**src/rtl/router_pkt_tx.sv**
```systemverilog
// Packet source for the 1x3 router: buffers a payload, then sends header,
// payload and parity beats with pkt_valid framing under busy back-pressure.
module router_pkt_tx #(
    parameter int unsigned DW = 8,
    parameter int unsigned LW = 6
) (
    input  logic          clk,
    input  logic          rst,
    input  logic          start,
    output logic          start_ready,
    input  logic [1:0]    dest_addr,
    input  logic [LW-1:0] pay_len,
    input  logic [DW-1:0] pl_data,
    input  logic          pl_valid,
    output logic          pl_ready,
    input  logic          busy,
    output logic [DW-1:0] data_out,
    output logic          pkt_valid,
    output logic          done,
    output logic          err
);

    localparam int unsigned DEPTH = 2 ** LW;

    typedef enum logic [2:0] {
        IDLE,
        LOAD,
        HEADER,
        PAYLOAD,
        PARITY
    } state_e;

    state_e        state_q, state_d;
    logic [1:0]    addr_q, addr_d;
    logic [LW-1:0] len_q, len_d;
    logic [LW-1:0] wr_ptr_q, wr_ptr_d;
    logic [LW-1:0] rd_ptr_q, rd_ptr_d;
    logic [DW-1:0] parity_q, parity_d;
    logic [DW-1:0] data_out_q, data_out_d;
    logic          pkt_valid_q, pkt_valid_d;
    logic          done_q, done_d;
    logic          err_q, err_d;
    logic [DW-1:0] buf_q [DEPTH];
    logic [DW-1:0] header_c;
    logic          we_c;

    assign start_ready = (state_q == IDLE);
    assign pl_ready    = (state_q == LOAD);
    assign data_out    = data_out_q;
    assign pkt_valid   = pkt_valid_q;
    assign done        = done_q;
    assign err         = err_q;

    assign header_c = DW'({len_q, addr_q});
    assign we_c     = (state_q == LOAD) && pl_valid;

    // Payload buffer carries no reset; contents are only read after being written.
    always_ff @(posedge clk) begin
        if (we_c) begin
            buf_q[wr_ptr_q] <= pl_data;
        end
    end

    always_comb begin
        state_d     = state_q;
        addr_d      = addr_q;
        len_d       = len_q;
        wr_ptr_d    = wr_ptr_q;
        rd_ptr_d    = rd_ptr_q;
        parity_d    = parity_q;
        data_out_d  = data_out_q;
        pkt_valid_d = pkt_valid_q;
        done_d      = 1'b0;
        err_d       = 1'b0;

        case (state_q)
            IDLE: begin
                if (start) begin
                    if ((dest_addr == 2'd3) || (pay_len == '0)) begin
                        err_d = 1'b1;
                    end else begin
                        addr_d   = dest_addr;
                        len_d    = pay_len;
                        wr_ptr_d = '0;
                        state_d  = LOAD;
                    end
                end
            end
            LOAD: begin
                if (pl_valid) begin
                    wr_ptr_d = wr_ptr_q + LW'(1);
                    if (wr_ptr_q == (len_q - LW'(1))) begin
                        data_out_d  = header_c;
                        pkt_valid_d = 1'b1;
                        parity_d    = header_c;
                        rd_ptr_d    = '0;
                        state_d     = HEADER;
                    end
                end
            end
            HEADER: begin
                if (!busy) begin
                    data_out_d = buf_q[LW'(0)];
                    rd_ptr_d   = LW'(1);
                    state_d    = PAYLOAD;
                end
            end
            PAYLOAD: begin
                // Parity folds in each payload byte as it leaves the bus.
                if (!busy) begin
                    parity_d = parity_q ^ data_out_q;
                    if (rd_ptr_q < len_q) begin
                        data_out_d = buf_q[rd_ptr_q];
                        rd_ptr_d   = rd_ptr_q + LW'(1);
                    end else begin
                        data_out_d  = parity_q ^ data_out_q;
                        pkt_valid_d = 1'b0;
                        state_d     = PARITY;
                    end
                end
            end
            PARITY: begin
                if (!busy) begin
                    data_out_d = '0;
                    done_d     = 1'b1;
                    state_d    = IDLE;
                end
            end
            default: begin
                state_d = IDLE;
            end
        endcase
    end

    always_ff @(posedge clk or negedge rst) begin
        if (!rst) begin
            state_q     <= IDLE;
            addr_q      <= '0;
            len_q       <= '0;
            wr_ptr_q    <= '0;
            rd_ptr_q    <= '0;
            parity_q    <= '0;
            data_out_q  <= '0;
            pkt_valid_q <= 1'b0;
            done_q      <= 1'b0;
            err_q       <= 1'b0;
        end else begin
            state_q     <= state_d;
            addr_q      <= addr_d;
            len_q       <= len_d;
            wr_ptr_q    <= wr_ptr_d;
            rd_ptr_q    <= rd_ptr_d;
            parity_q    <= parity_d;
            data_out_q  <= data_out_d;
            pkt_valid_q <= pkt_valid_d;
            done_q      <= done_d;
            err_q       <= err_d;
        end
    end

endmodule
```
**config.mk**
```make
export PLATFORM = sky130hd
export DESIGN_NAME = router_pkt_tx
export DESIGN_NICKNAME = d
export VERILOG_FILES = /design/src/rtl/router_pkt_tx.sv
export SDC_FILE = /design/constraint.sdc
export NUM_CORES = 1
export LEC_CHECK = 0
export ABC_CLOCK_PERIOD_IN_PS = 3000
export CORE_ASPECT_RATIO = 0.7
export CORE_MARGIN = 2
export CORE_UTILIZATION = 55
export CTS_CLUSTER_SIZE = 12
export DETAILED_ROUTE_END_ITERATION = 7
export PLACE_DENSITY = 0.7
export SKIP_CTS_REPAIR_TIMING = 1
export SLEW_MARGIN = 15
export SYNTH_ARGS = -nofsm -noshare
export SYNTH_HDL_FRONTEND = slang
export SYNTH_SLANG_ARGS = --single-unit
```
**constraint.sdc**
```tcl
create_clock -name clk -period 3 [get_ports clk]
set_input_delay 0.6 -clock clk [delete_from_list [all_inputs] [get_ports clk]]
set_output_delay 0.6 -clock clk [all_outputs]
set_load 0.005 [all_outputs]
```
==> metrics.csv <==
stage;metric;value;unit
run_status;status;complete, no violations;
grt;first-pass GRT wire length;84400;um
setup_path;critical path launch point type;flip-flop;
power;P_int;13.9;mW
synthesis;Synth Cell Area;22800;um2
floorplan;Top Ports;34;
min_path;Min-Delay Path Class;in2async;
timing;Setup violations, final;0;
synthesis;Synth async-reset ratio;7.58;%
setup_path;slowest cell on the critical path;or4_1;
grt;total track usage;26.8;%
timing;Setup TNS Final;0;ps
timing;fmax;351;MHz
detailed_routing;post-detailed-routing wire length;56400;um
setup_path;CP Capture Type;flip-flop;
placement;Placed Area;24800;um2
detailed_routing;DRC;0;
cts;worst-skew pair later-pin latency;580;ps
cts;total clock sinks;554;
cts;CTS Buf Count;53;
setup_path;critical path type;reg2reg;
layout;Finished Layout Cells;2091;
cts;H-Tree Depth;2;
detailed_routing;via count;13400;
power;Comb power frac;23.0;%
detailed_routing;1st-iter DRT viols;1789;
layout;share of layout cells above drive strength 1;20.4;%
synthesis;sequential area share after synthesis;72.2;%
grt;vias in the first global route;12900;
power;Cell Pwr Density;756;nW/um2
power;Net Sw Power;5.90;mW
synthesis;top cells by area, synth;edfxtp_1 (68%), mux2i_1 (6.3%), mux4_2 (6.2%);
placement;I/O Buffers;33;
synthesis;Netlist cell types;65;
synthesis;Yosys top cell area share;67.5;%
cts;Worst-path clk slew;60;ps
floorplan;Core Rows;62;
timing;Relative slew margins;31.6;%
power;part of the power in registers;47.2;%
floorplan;core area;40900;um2
layout;Sequential Area;16400;um2
layout;layout net count;1551;
synthesis;Gate Count Post-Synth;1357;
layout;FILL cells;2859;
power;Power Total;19.8;mW
power;Peak VDD IR;0.524;mV
timing;Worst-Margin Slew;1030;ps
power;P_leak;8.41;nW
cts;root buffer cell;clkbuf_16;
synthesis;Main synth FF type;edfxtp_1;
power;Sw Share;29.8;%
timing;final hold slack;196;ps
setup_path;crit-path cells;or4_1 > or3_1 > a211o_1 > or3_4 > a21oi_4 > a21oi_2;
timing;Final Cycle Share;95.0;%
timing;RSZ-0062 raised after global routing;false;
timing;Max Slew Vio Count;0;
floorplan;Die Y;174;um
setup_path;R2R cell count;6;
setup_path;reg-to-reg endpoint;parity_q[7];
flow_run;Max Cap Viol;0;
power;Clock power frac;29.9;%
synthesis;post-synthesis register bit count;554;
floorplan;starting density of the core;55.7;%
setup_path;reg-to-reg slack, setup;150;ps
synthesis;largest area contributor in the netlist;edfxtp_1;
synthesis;Ys Warns;0;
cts;Clock Path Buffers;3;
synthesis;number of synthesized flops with an enable pin;512;
placement;placed wire-length estimate;37300;um
setup_path;CP arrival;3300;ps
detailed_routing;drt pass-1 iters;6;
placement;gpl congestion;0.975;
timing;Hold Violations, Final;0;
grt;global route overflow;0;
cts;CTS tree;built;
setup_path;WP data required;3450;ps
setup_path;RR Startpoint;len_q[3];
detailed_routing;average wire per standard cell;27.0;um
detailed_routing;antenna violation net count after detailed routing;0;
timing;fin crit period;2850;ps
detailed_routing;DR vias/cell;6.39;
timing;Fin Clk Skew;18.8;ps
floorplan;die extent in x;247;um
synthesis;Mean Syn Cell Area;16.8;um2
layout;fin area;26200;um2
layout;diodes inserted;0;
grt;initial antenna violation count;0;
floorplan;area of the die;43100;um2
layout;area occupied by multi-input gates;5990;um2
layout;Area Growth Syn to Fin;15.1;%
grt;largest net degree at the start of global routing;65;
synthesis;Synth Net Count;1386;
placement;Cells after DPL;2011;
setup_path;worst-path fanout max;9;
setup_path;Largest stage delay, worst path;570;ps
worst max path at each step:
| stage | from | to | slack [ps] |
|---|---|---|---|
| 2_1_floorplan | len_q[3] | parity_q[0] | 410 |
| 5_1_grt | len_q[3] | parity_q[7] | 70 |
| 4_1_cts | len_q[3] | parity_q[7] | 170 |
| 3_3_place_gp | len_q[3] | parity_q[0] | 270 |
| 3_5_place_dp | len_q[3] | parity_q[3] | 170 |
| 6_report | len_q[3] | parity_q[7] | 150 |
sequential cells by signal, indices dropped and copies added, names as in the netlist:
register and count:
wr_ptr_q 6, addr_q 2, err 1, done 1, data_out 8, pkt_valid 1, state_q 3, rd_ptr_q 6
len_q 6, parity_q 8, buf_q 512
layer usage:
metal  part of all wire, %  GRT usage, %  up-vias
met3                    11          6.95       85
met5                     0             0        -
met2                    42          36.0      691
li1                      -             -     5734
met1                    45          43.8     6852
met4                   1.9          6.24        0
cell type report:
type,instances,share of cell area [%]
clock buffer,73,5.42
sequential,554,62.7
timing repair buffer,187,6.12
clock inverter,7,0.143
inverter,12,0.172
tap,544,2.60
multi-input combinational,714,22.8
cell usage in the layout, fill, tap and decap left out, drive strengths merged, types with 24 or more instances in the layout:
master,n
nor2,90
a22oi,59
buf,163
edfxtp,512
a21oi,39
a211oi,27
clkdlybuf4s50,24
mux4,63
nand2,52
o21ai,33
clkbuf,73
dfrtp,42
mux2i,143
worst max-delay path, delay by kind of cell, from the launching register on:
kind | cells | cell delay (ps)
DFF | 1 | 460
and+or+nand+nor | 3 | 1360
AOI/OAI and AO/OA | 3 | 910
synthesized netlist by cell type (6+ instances only):
master and n:
buf_2 21, inv_1 9, nor4_1 8, a31oi_1 11, mux2i_1 143, a221oi_1 8, mux4_2 63, o22ai_1 6
nand3_1 19, or3_1 13, nand2b_1 8, nor2_1 90, nand2_1 52, a21oi_2 8, nor3_1 11, a22oi_1 59
a21o_1 18, clkbuf_1 43, edfxtp_1 512, a211oi_1 27, o21ai_0 22, and3_1 8, o21ai_1 9, dfrtp_1 42
nor2b_1 16, buf_1 12, xor2_1 15, a21oi_1 30, ha_1 8
per-stage QoR:
step                      worst slack, ps  utilization [%]
after detailed placement              174             60.5
after floorplan                       409                -
after CTS                             169             64.1
after global placement                273             60.5
final                                 150             64.1
after global routing                 69.4             64.1
power groups by stage:
| stage | clock network, mW | registers (mW) | logic [mW] |
|---|---|---|---|
| floorplan | 0 | 9.30 | 2.54 |
| global placement | 0 | 9.46 | 4.39 |
| detailed placement | 0 | 9.48 | 4.44 |
| CTS | 6.01 | 9.32 | 4.46 |
| global route | 6.31 | 9.38 | 4.83 |
| finish | 5.92 | 9.34 | 4.55 |
cells by family (layout without fill, tap and decap cells):
family | after synthesis | count (layout) | share of synthesized area (%)
flops | 554 | 554 | 72.2
buf+inv | 89 | 279 | 1.60
xor+xnor | 19 | 19 | 0.731
compound gates | 230 | 230 | 7.19
fa+ha+maj | 8 | 8 | 0.440
mux | 209 | 209 | 12.7
simple gates | 248 | 248 | 5.22
No activity file was read; power rests on OpenSTA's default activity.
